<file path="src/rtl/disp_pkg.sv">
// rtl/disp_pkg.sv - seven-segment pattern constants and segment-to-BCD decode
package disp_pkg;

  localparam logic [6:0] SSEG_0 = 7'b1000000;
  localparam logic [6:0] SSEG_1 = 7'b1111001;
  localparam logic [6:0] SSEG_2 = 7'b0100100;
  localparam logic [6:0] SSEG_3 = 7'b0110000;
  localparam logic [6:0] SSEG_4 = 7'b0011001;
  localparam logic [6:0] SSEG_5 = 7'b0010010;
  localparam logic [6:0] SSEG_6 = 7'b0000010;
  localparam logic [6:0] SSEG_7 = 7'b1111000;
  localparam logic [6:0] SSEG_8 = 7'b0000000;
  localparam logic [6:0] SSEG_9 = 7'b0010000;

  localparam logic [3:0] SSEG_BLANK_AN = 4'hF;

  typedef struct packed {
    logic       legal;
    logic [3:0] bcd;
  } seg_dec_t;

  function automatic seg_dec_t sseg_to_bcd(input logic [6:0] seg);
    seg_dec_t r;
    r.legal = 1'b1;
    r.bcd   = 4'd0;
    case (seg)
      SSEG_0:  r.bcd = 4'd0;
      SSEG_1:  r.bcd = 4'd1;
      SSEG_2:  r.bcd = 4'd2;
      SSEG_3:  r.bcd = 4'd3;
      SSEG_4:  r.bcd = 4'd4;
      SSEG_5:  r.bcd = 4'd5;
      SSEG_6:  r.bcd = 4'd6;
      SSEG_7:  r.bcd = 4'd7;
      SSEG_8:  r.bcd = 4'd8;
      SSEG_9:  r.bcd = 4'd9;
      default: r.legal = 1'b0;
    endcase
    return r;
  endfunction

  // True when exactly one bit of sel is set (sel is the inverted anode bus).
  function automatic logic is_one_hot(input logic [3:0] sel);
    return (sel != 4'd0) && ((sel & (sel - 4'd1)) == 4'd0);
  endfunction

endpackage

</file>
<file path="src/rtl/sseg_dwell.sv">
// rtl/sseg_dwell.sv - input registers and stability dwell counter for the display bus
module sseg_dwell
  import disp_pkg::*;
#(
  parameter int STABLE_CYCLES = 16
) (
  input  logic       clk,
  input  logic       reset,
  input  logic [3:0] an,
  input  logic [7:0] sseg,
  output logic [3:0] an_q,
  output logic [7:0] sseg_q,
  output logic       capture_stb
);

  localparam int CNT_W = $clog2(STABLE_CYCLES + 1);
  localparam logic [CNT_W-1:0] CNT_MAX = CNT_W'(STABLE_CYCLES);
  localparam logic [CNT_W-1:0] CNT_CAP = CNT_W'(STABLE_CYCLES - 1);

  logic [CNT_W-1:0] cnt_q, cnt_d;
  logic             changed;

  // The counter tracks how long the registered value has held, so it is
  // cleared on the same edge that loads a new value into an_q/sseg_q.
  always_comb begin
    changed     = ({an, sseg} != {an_q, sseg_q});
    cnt_d       = cnt_q;
    capture_stb = 1'b0;
    if (changed) begin
      cnt_d = '0;
    end else if (cnt_q != CNT_MAX) begin
      cnt_d = cnt_q + 1'b1;
    end
    if (!changed && (cnt_q == CNT_CAP)) begin
      capture_stb = 1'b1;
    end
  end

  always_ff @(posedge clk) begin
    if (reset) begin
      an_q   <= SSEG_BLANK_AN;
      sseg_q <= 8'hFF;
      cnt_q  <= '0;
    end else begin
      an_q   <= an;
      sseg_q <= sseg;
      cnt_q  <= cnt_d;
    end
  end

endmodule

</file>
<file path="src/rtl/disp_demux.sv">
// rtl/disp_demux.sv - rebuilds four BCD digits from a multiplexed seven-segment bus
module disp_demux
  import disp_pkg::*;
#(
  parameter int STABLE_CYCLES = 16
) (
  input  logic        clk,
  input  logic        reset,
  input  logic [3:0]  an,
  input  logic [7:0]  sseg,
  output logic [15:0] bcd,
  output logic [3:0]  dp,
  output logic [3:0]  digit_valid,
  output logic        frame_valid,
  output logic        err
);

  logic [3:0]  an_q;
  logic [7:0]  sseg_q;
  logic        capture_stb;

  logic [15:0] bcd_q, bcd_d;
  logic [3:0]  dp_q, dp_d;
  logic [3:0]  valid_q, valid_d;
  logic [3:0]  seen_q, seen_d;
  logic        frame_q, frame_d;
  logic        err_q, err_d;

  logic [3:0]  sel;
  logic [3:0]  seen_n;
  seg_dec_t    dec;

  sseg_dwell #(
    .STABLE_CYCLES(STABLE_CYCLES)
  ) u_dwell (
    .clk        (clk),
    .reset      (reset),
    .an         (an),
    .sseg       (sseg),
    .an_q       (an_q),
    .sseg_q     (sseg_q),
    .capture_stb(capture_stb)
  );

  always_comb begin
    sel     = ~an_q;
    dec     = sseg_to_bcd(sseg_q[6:0]);
    seen_n  = seen_q | sel;
    bcd_d   = bcd_q;
    dp_d    = dp_q;
    valid_d = valid_q;
    seen_d  = seen_q;
    frame_d = 1'b0;
    err_d   = 1'b0;
    if (capture_stb && (an_q != SSEG_BLANK_AN)) begin
      if (is_one_hot(sel)) begin
        dp_d = (dp_q & ~sel) | (sel & {4{~sseg_q[7]}});
        if (dec.legal) begin
          valid_d = valid_q | sel;
          for (int i = 0; i < 4; i++) begin
            if (sel[i]) begin
              bcd_d[4*i +: 4] = dec.bcd;
            end
          end
        end else begin
          // An undecodable digit still counts as refreshed for the frame.
          valid_d = valid_q & ~sel;
          err_d   = 1'b1;
        end
        if (seen_n == 4'hF) begin
          frame_d = 1'b1;
          seen_d  = 4'h0;
        end else begin
          seen_d  = seen_n;
        end
      end else begin
        err_d = 1'b1;
      end
    end
  end

  always_ff @(posedge clk) begin
    if (reset) begin
      bcd_q   <= 16'h0;
      dp_q    <= 4'h0;
      valid_q <= 4'h0;
      seen_q  <= 4'h0;
      frame_q <= 1'b0;
      err_q   <= 1'b0;
    end else begin
      bcd_q   <= bcd_d;
      dp_q    <= dp_d;
      valid_q <= valid_d;
      seen_q  <= seen_d;
      frame_q <= frame_d;
      err_q   <= err_d;
    end
  end

  assign bcd         = bcd_q;
  assign dp          = dp_q;
  assign digit_valid = valid_q;
  assign frame_valid = frame_q;
  assign err         = err_q;

endmodule

</file>
<file path="config.mk">
export PLATFORM = sky130hd
export DESIGN_NAME = disp_demux
export DESIGN_NICKNAME = d
export VERILOG_FILES = /design/src/rtl/disp_pkg.sv /design/src/rtl/sseg_dwell.sv /design/src/rtl/disp_demux.sv
export SDC_FILE = /design/constraint.sdc
export NUM_CORES = 1
export LEC_CHECK = 0
export CAP_MARGIN = 5
export CORE_ASPECT_RATIO = 0.7
export CORE_MARGIN = 4
export CORE_UTILIZATION = 60
export DETAILED_ROUTE_END_ITERATION = 6
export DONT_BUFFER_PORTS = 1
export PLACE_DENSITY = 0.82
export REMOVE_ABC_BUFFERS = 1
export SYNTH_ARGS = -nofsm -noshare
export SYNTH_HDL_FRONTEND = slang
export SYNTH_SLANG_ARGS = --single-unit
export TNS_END_PERCENT = 5
</file>
<file path="constraint.sdc">
create_clock -name clk -period 2.5 [get_ports clk]
set_input_delay 0.5 -clock clk [delete_from_list [all_inputs] [get_ports clk]]
set_output_delay 0.5 -clock clk [all_outputs]
set_load 0.01 [all_outputs]
</file>
==> results.sh, run 1 <==
export IMPL_cts_repair_timing_setup_buffer_count=0
export IMPL_cts_htree_levels=2
export IMPL_worstSetupEndpointType="flop"
export IMPL_worst_clock_skew_ps=5.196
export IMPL_setup_viol=0
export IMPL_vdd_ir_drop_max_mv=0.3819
export IMPL_p_per_area_nw_per_um2=606.0
export IMPL_globalplace_congestion=0.8563
export IMPL_grt_max_degree=25
export IMPL_timing_final_hold_violations=0
export IMPL_synth_cells=240
export IMPL_synth_warning_count=0
export IMPL_rsz0062_at_grt="no"
export IMPL_clk_pin_slew_worst_paths_ps=90
export IMPL_syn_cell_area_um2=2281
export IMPL_totalWireLength_um=5241
export IMPL_slew_limit_headroom=0.6056
export IMPL_synth_seq_area_share=0.4125
export IMPL_fmax_mhz=425.4
export IMPL_syn_area_per_cell_um2=9.504
export IMPL_tns_ps=0
export IMPL_whs_ps=250.5
export IMPL_edff_count_synth=0
export IMPL_yosys_cell_types_count=48
export IMPL_drtPass1Iterations=5
export IMPL_ys_seq_elements=47
export IMPL_post_cts_resized=0
export IMPL_numClockSinks=47
export IMPL_flow_area_growth_from_synthesis_pct=3.456
export IMPL_dp_cells=275
export IMPL_postSynth_topFlopCell="dfxtp_1"
export IMPL_number_of_global_route_vias_before_repair=1716
export IMPL_worst_slew_pin_slew_ps=586.7
export IMPL_cts_made_buffers=5
export IMPL_die_area_um2=4868
export IMPL_io_buffer_count=0
export IMPL_worst_endpoint_arrival_ps=2560
export IMPL_ctsRootBufferMaster="clkbuf_8"
export IMPL_routed_via_count=1792
export IMPL_viasPerCell=6.332
export IMPL_wl_per_cell_um=18.52
export IMPL_io_pins=40
export IMPL_post_route_worst_setup_slack_ps=149.1
export IMPL_path_class="flop to flop"
export IMPL_initialDrtViolationCount=160
export IMPL_worst_endpoint_required_time_ps=2710
export IMPL_worstSkewPairLatency_ps=310
export IMPL_stdcell_count=283
export IMPL_finalNetCount=249
export IMPL_layout_drive_gt1_share=0.1502
export IMPL_status="completed"
export IMPL_ys_async_sr_fraction=0
export IMPL_timing_hold_worst_class="input port to flop"
export IMPL_timing_critical_path_from_type="flop"
export IMPL_detailed_place_hpwl_um=3773
export IMPL_cts_hold_buffers_added=0
export IMPL_fillCellCount=289
export IMPL_timing_final_crit_period_ps=2351
export IMPL_grt_pass1_wl_um=8673
export IMPL_design_core_area_um2=3581
export IMPL_die_height_um=59.59
export IMPL_antenna_cell_count=0
export IMPL_initial_utilization=0.6370
export IMPL_rows=18
export IMPL_drt_drc_violations_left=0
export IMPL_drtAntennaViolNets=0
export IMPL_cap_violations=0
export IMPL_dpl_worst_slack_ps=197.5
export IMPL_cts_tree="yes"
export IMPL_initial_antenna_violation_count=0
export IMPL_finalMaxSlewViolations=0
export IMPL_gr_total_overflow=0
export IMPL_power_leakage_nw=0.8307
export IMPL_dieWidth_um=81.70
export IMPL_final_period_utilization=0.9404
export IMPL_grt_total_usage=0.2397
export IMPL_critPathMaxFanout=11
export IMPL_cts_buffer_depth=2
[worst max-delay path, stage by stage (launching register included)]
cell and delay [ps]:
dfxtp_1 520, xor2_1 170, nor4_1 440, and4_1 550
o2111ai_2 250, a32o_1 310
[kinds of logic (layout without fill, tap and decap cells)]
group                      count (synthesis)  after routing  share of synthesized area
buffers and inverters                     29             22                    0.06856
muxes                                      5              5                    0.02194
xor gates and xnor gates                  16             16                    0.06144
AOI/OAI and AO/OA                         51             51                     0.1843
adders and majority gates                  4              4                    0.02085
and+or+nand+nor                           88             88                     0.2304
DFF                                       47             47                     0.4125
[metal layers]
metal | up-vias | wire, um | track usage
li1 | 859 | - | -
met1 | 864 | 2410 | 0.3268
met2 | 61 | 2264 | 0.3527
met3 | 8 | 488 | 0.08207
met4 | 0 | 77 | 0.08531
met5 | - | 0 | 0
[final timing paths]
check | cells past startpoint | to | start | slack (ps)
hold reg to reg | 1 | seen_q[2] | seen_q[2] | 480
hold / removal | 1 | flop | reset | 250
setup reg to reg | 5 | bcd[7] | u_dwell.an_q[2] | 150
setup / recovery | 5 | bcd[7] | u_dwell.an_q[2] | 150
[cell usage after synthesis, types with 2 or more instances]
cell type / n / area share
nand2_1: 11 / 0.018
xnor2_1: 3 / 0.012
buf_2: 6 / 0.013
nor3b_1: 3 / 0.0099
nor4_1: 6 / 0.016
o21a_1: 5 / 0.016
and3_1: 7 / 0.019
a31oi_1: 2 / 0.0055
a21oi_1: 10 / 0.022
and2_1: 2 / 0.0055
o21ai_0: 5 / 0.011
nand4_1: 5 / 0.014
nor4_2: 3 / 0.016
a32o_1: 10 / 0.044
o2111ai_2: 3 / 0.020
ha_1: 3 / 0.016
dfxtp_1: 47 / 0.41
a41oi_1: 2 / 0.0077
or2_2: 13 / 0.036
mux2i_1: 5 / 0.022
buf_6: 4 / 0.020
inv_1: 12 / 0.020
a211oi_1: 5 / 0.016
xor2_1: 13 / 0.050
nand3b_1: 2 / 0.0066
nor2b_1: 2 / 0.0055
nor2_1: 14 / 0.023
nand3_1: 5 / 0.011
nor3_1: 5 / 0.011
and4_1: 4 / 0.015
clkbuf_1: 6 / 0.0099
[where the power goes]
part           internal [mW]  switching [mW]
registers              0.758          0.0232
clock network          0.298           0.263
logic                 0.0357          0.0514
[per-stage QoR]
stage          utilization  power (mW)  area, um2
6_report            0.6590       1.430       2360
4_1_cts             0.6590       1.441       2360
3_3_place_gp        0.6275      0.8797       2247
3_5_place_dp        0.6275      0.8833       2247
2_1_floorplan            -      0.8594       2170
5_1_grt             0.6590       1.490       2360
[area by class of cell]
cell class                 instances  area, um2  share of cell area
clock buffer                       5      68.82             0.02916
clock inverter                     3      43.79             0.01856
inverter                          12      45.04             0.01909
multi-input combinational        164       1184              0.5016
sequential                        47      940.9              0.3987
tap                               50      62.56             0.02651
timing repair buffer               2      15.01            0.006363
[cell usage in the layout (no fill, tap or decap), drive strengths merged, types with 3 or more instances in the layout]
master	n
a211oi	5
nor3b	3
or2	13
and3	7
nor2	14
a21oi	11
a32o	10
nand4	5
o2111ai	3
nand3	5
inv	12
mux2i	5
dfxtp	47
nor3	5
xor2	13
nor4	9
nand2	11
o21a	5
ha	3
clkbuf	5
o21ai	5
and4	4
xnor2	3
No activity file was read; power rests on OpenSTA's default activity.
==> run 2: changes to the inputs <==
--- a/config.mk
+++ b/config.mk
@@ -9,8 +9,8 @@
 export CORE_ASPECT_RATIO = 0.7
 export CORE_MARGIN = 4
-export CORE_UTILIZATION = 60
+export CORE_UTILIZATION = 52
 export DETAILED_ROUTE_END_ITERATION = 6
-export DONT_BUFFER_PORTS = 1
-export PLACE_DENSITY = 0.82
+export PLACE_DENSITY = 0.85
+export RECOVER_POWER = 50
 export REMOVE_ABC_BUFFERS = 1
 export SYNTH_ARGS = -nofsm -noshare
==> constraint.sdc (replaced) <==
create_clock -name clk -period 2.5 [get_ports clk]
set_input_delay 0.5 -clock clk [delete_from_list [all_inputs] [get_ports clk]]
set_output_delay 0.5 -clock clk [all_outputs]
set_load 0.02 [all_outputs]
==> run 2 against run 1 <==
Net effect: hold slack better by 230 ps; fmax increased by 7.9%; global-route usage fell by 5.5 points; final cell count up 17%; critical endpoint is now bcd[11]; largest cell class unchanged; highest routed layer unchanged.
==> results.sh, run 2 (synthesized netlist as in run 1, its figures left out) <==
export IMPL_dpl_worst_slack_ps=16.15
export IMPL_p_per_area_nw_per_um2=476.2
export IMPL_intPower_mw=1.011
export IMPL_grt_max_degree=18
export IMPL_initial_utilization=0.5611
export IMPL_gr_total_overflow=0
export IMPL_detail_route_wirelength_met1_um=2532
export IMPL_drt_drc_violations_left=0
export IMPL_layout_drive_gt1_share=0.1429
export IMPL_layout_core_utilization=0.6833
export IMPL_io_buffer_count=39
export IMPL_cts_buffer_depth=2
export IMPL_antenna_cell_count=0
export IMPL_switching_share=0.2359
export IMPL_routed_via_count=1920
export IMPL_slack_of_the_worst_reg_to_reg_path_ps=400
export IMPL_wl_per_cell_um=15.20
export IMPL_path_buf_inv=2
export IMPL_setup_viol=0
export IMPL_rows=19
export IMPL_switching_power_uw=312.0
export IMPL_cap_violations=0
export IMPL_cts_htree_levels=2
export IMPL_flow_area_growth_from_synthesis_pct=21.78
export IMPL_cts_tree="yes"
export IMPL_worstSkewPairLatency_ps=290
export IMPL_grt_total_usage=0.1844
export IMPL_part_of_the_power_in_registers=0.590
export IMPL_drtPass1Iterations=4
export IMPL_clk_pin_slew_worst_paths_ps=80
export IMPL_dieWidth_um=87.16
export IMPL_worst_r2r_cell_count=8
export IMPL_timing_hold_worst_class="flop to flop"
export IMPL_power_share_combinational=0.089
export IMPL_power_leakage_nw=1.078
export IMPL_timing_final_crit_period_ps=2179
export IMPL_viasPerCell=5.783
export IMPL_initial_antenna_violation_count=0
export IMPL_worst_clock_skew_ps=3.042
export IMPL_worst_slew_pin_slew_ps=649.7
export IMPL_path_cells="clkdlybuf4s50_1 > xor2_1 > nor4_1 > and4_1 > buf_4 > o2111ai_2 > a32o_1"
export IMPL_die_height_um=63.41
export IMPL_worst_endpoint_arrival_ps=2360
export IMPL_timing_final_hold_violations=0
export IMPL_die_area_um2=5527
export IMPL_timing_critical_path_from_type="input port"
export IMPL_final_period_utilization=0.8714
export IMPL_design_core_area_um2=4065
export IMPL_hold_depth=1
export IMPL_post_cts_resized=0
export IMPL_globalplace_congestion=0.8730
export IMPL_layout_common_cells="dfxtp_1 (47), dlygate4sd3_1 (25), nor2_1 (14), clkdlybuf4s50_1 (14)"
export IMPL_critPathMaxFanout=9
export IMPL_clkPwrFrac=0.320
export IMPL_initialDrtViolationCount=154
export IMPL_number_of_global_route_vias_before_repair=1724
export IMPL_worst_path_largest_cell_delay_ps=440
export IMPL_worst_endpoint_required_time_ps=2680
export IMPL_status="completed"
export IMPL_rsz0062_at_grt="no"
export IMPL_detailed_place_hpwl_um=3877
export IMPL_slew_limit_headroom=0.5669
export IMPL_finalNetCount=296
export IMPL_ctsRootBufferMaster="clkbuf_8"
export IMPL_routed_wl_met2_um=2166
export IMPL_route_top_layer_used="met4"
export IMPL_cts_hold_buffers_added=0
export IMPL_cts_made_buffers=5
export IMPL_cts_repair_timing_setup_buffer_count=0
export IMPL_met3RoutedLength_um=330
export IMPL_fmax_mhz=459.0
export IMPL_finalMaxSlewViolations=0
export IMPL_worstSetupEndpointType="flop"
export IMPL_crit_path_top_delay_cell="clkdlybuf4s50_1"
export IMPL_grt_pass1_wl_um=8204
export IMPL_numClockSinks=47
export IMPL_totalWireLength_um=5046
export IMPL_io_pins=40
export IMPL_path_depth=7
export IMPL_most_frequent_standard_cell_in_the_layout_excluding_fill_and_tap_cells="dfxtp_1"
export IMPL_post_route_worst_setup_slack_ps=321.4
export IMPL_drtAntennaViolNets=0
export IMPL_path_class="input port to flop"
export IMPL_tns_ps=0
export IMPL_cp_top_family="simple AND/OR/NAND/NOR gates"
export IMPL_vdd_ir_drop_max_mv=0.3212
==> run 2: changes by cell type in the layout (fill, tap and decap cells not counted) <==
cell             delta
buf_4               +7
clkbuf_1            +3
clkdlybuf4s50_1    +14
dlygate4sd3_1      +25
clkinv_4            -1
bufinv_16           -1
==> run 2: metrics by stage <==
step                hold WS (ps)  power (mW)  instances  cell area [um2]
finish                     476.1       1.323        332             2778
global route               503.4       1.382        332             2778
global placement           447.7      0.9132        324             2700
floorplan                  440.4      0.8594        223             2170
detailed placement         458.4      0.9162        324             2700
CTS                        477.5       1.334        332             2781
==> run 2: final timing paths <==
path / startpoint / to
min: seen_q[3] / seen_q[3]
min reg2reg: seen_q[3] / seen_q[3]
max: sseg[3] / bcd[11]
max reg2reg: u_dwell.cnt_q[1] / flop
==> run 2: final cells by class <==
cell class | instances | area, um2
Inverter | 12 | 45.04
Sequential cell | 47 | 940.9
Timing Repair Buffer | 49 | 461.7
Fill cell | 334 | 1287
Multi-Input combinational cell | 164 | 1184
Clock inverter | 1 | 5.005
Tap cell | 52 | 65.06
Clock buffer | 7 | 76.32
==> run 2: metal layers <==
layer / vias up / track usage
li1: 952 / -
met1: 911 / 0.2706
met2: 55 / 0.2794
met3: 2 / 0.04036
met4: 0 / 0.03257
met5: - / 0
==> run 2: power by group through the flow <==
stage                     Clock, mW  Combinational, mW  Sequential, mW
after CTS                     0.434              0.119           0.780
after floorplan                   0             0.0659           0.794
final                         0.424              0.118           0.781
after global routing          0.472              0.128           0.783
after detailed placement          0              0.118           0.798
after global placement            0              0.116           0.797
==> run 3: changes to the inputs <==
Settings changed: HOLD_SLACK_MARGIN set to 0.15.
==> results of run 3 <==
The final DEF is identical to that of run 2; final timing and power are the same.
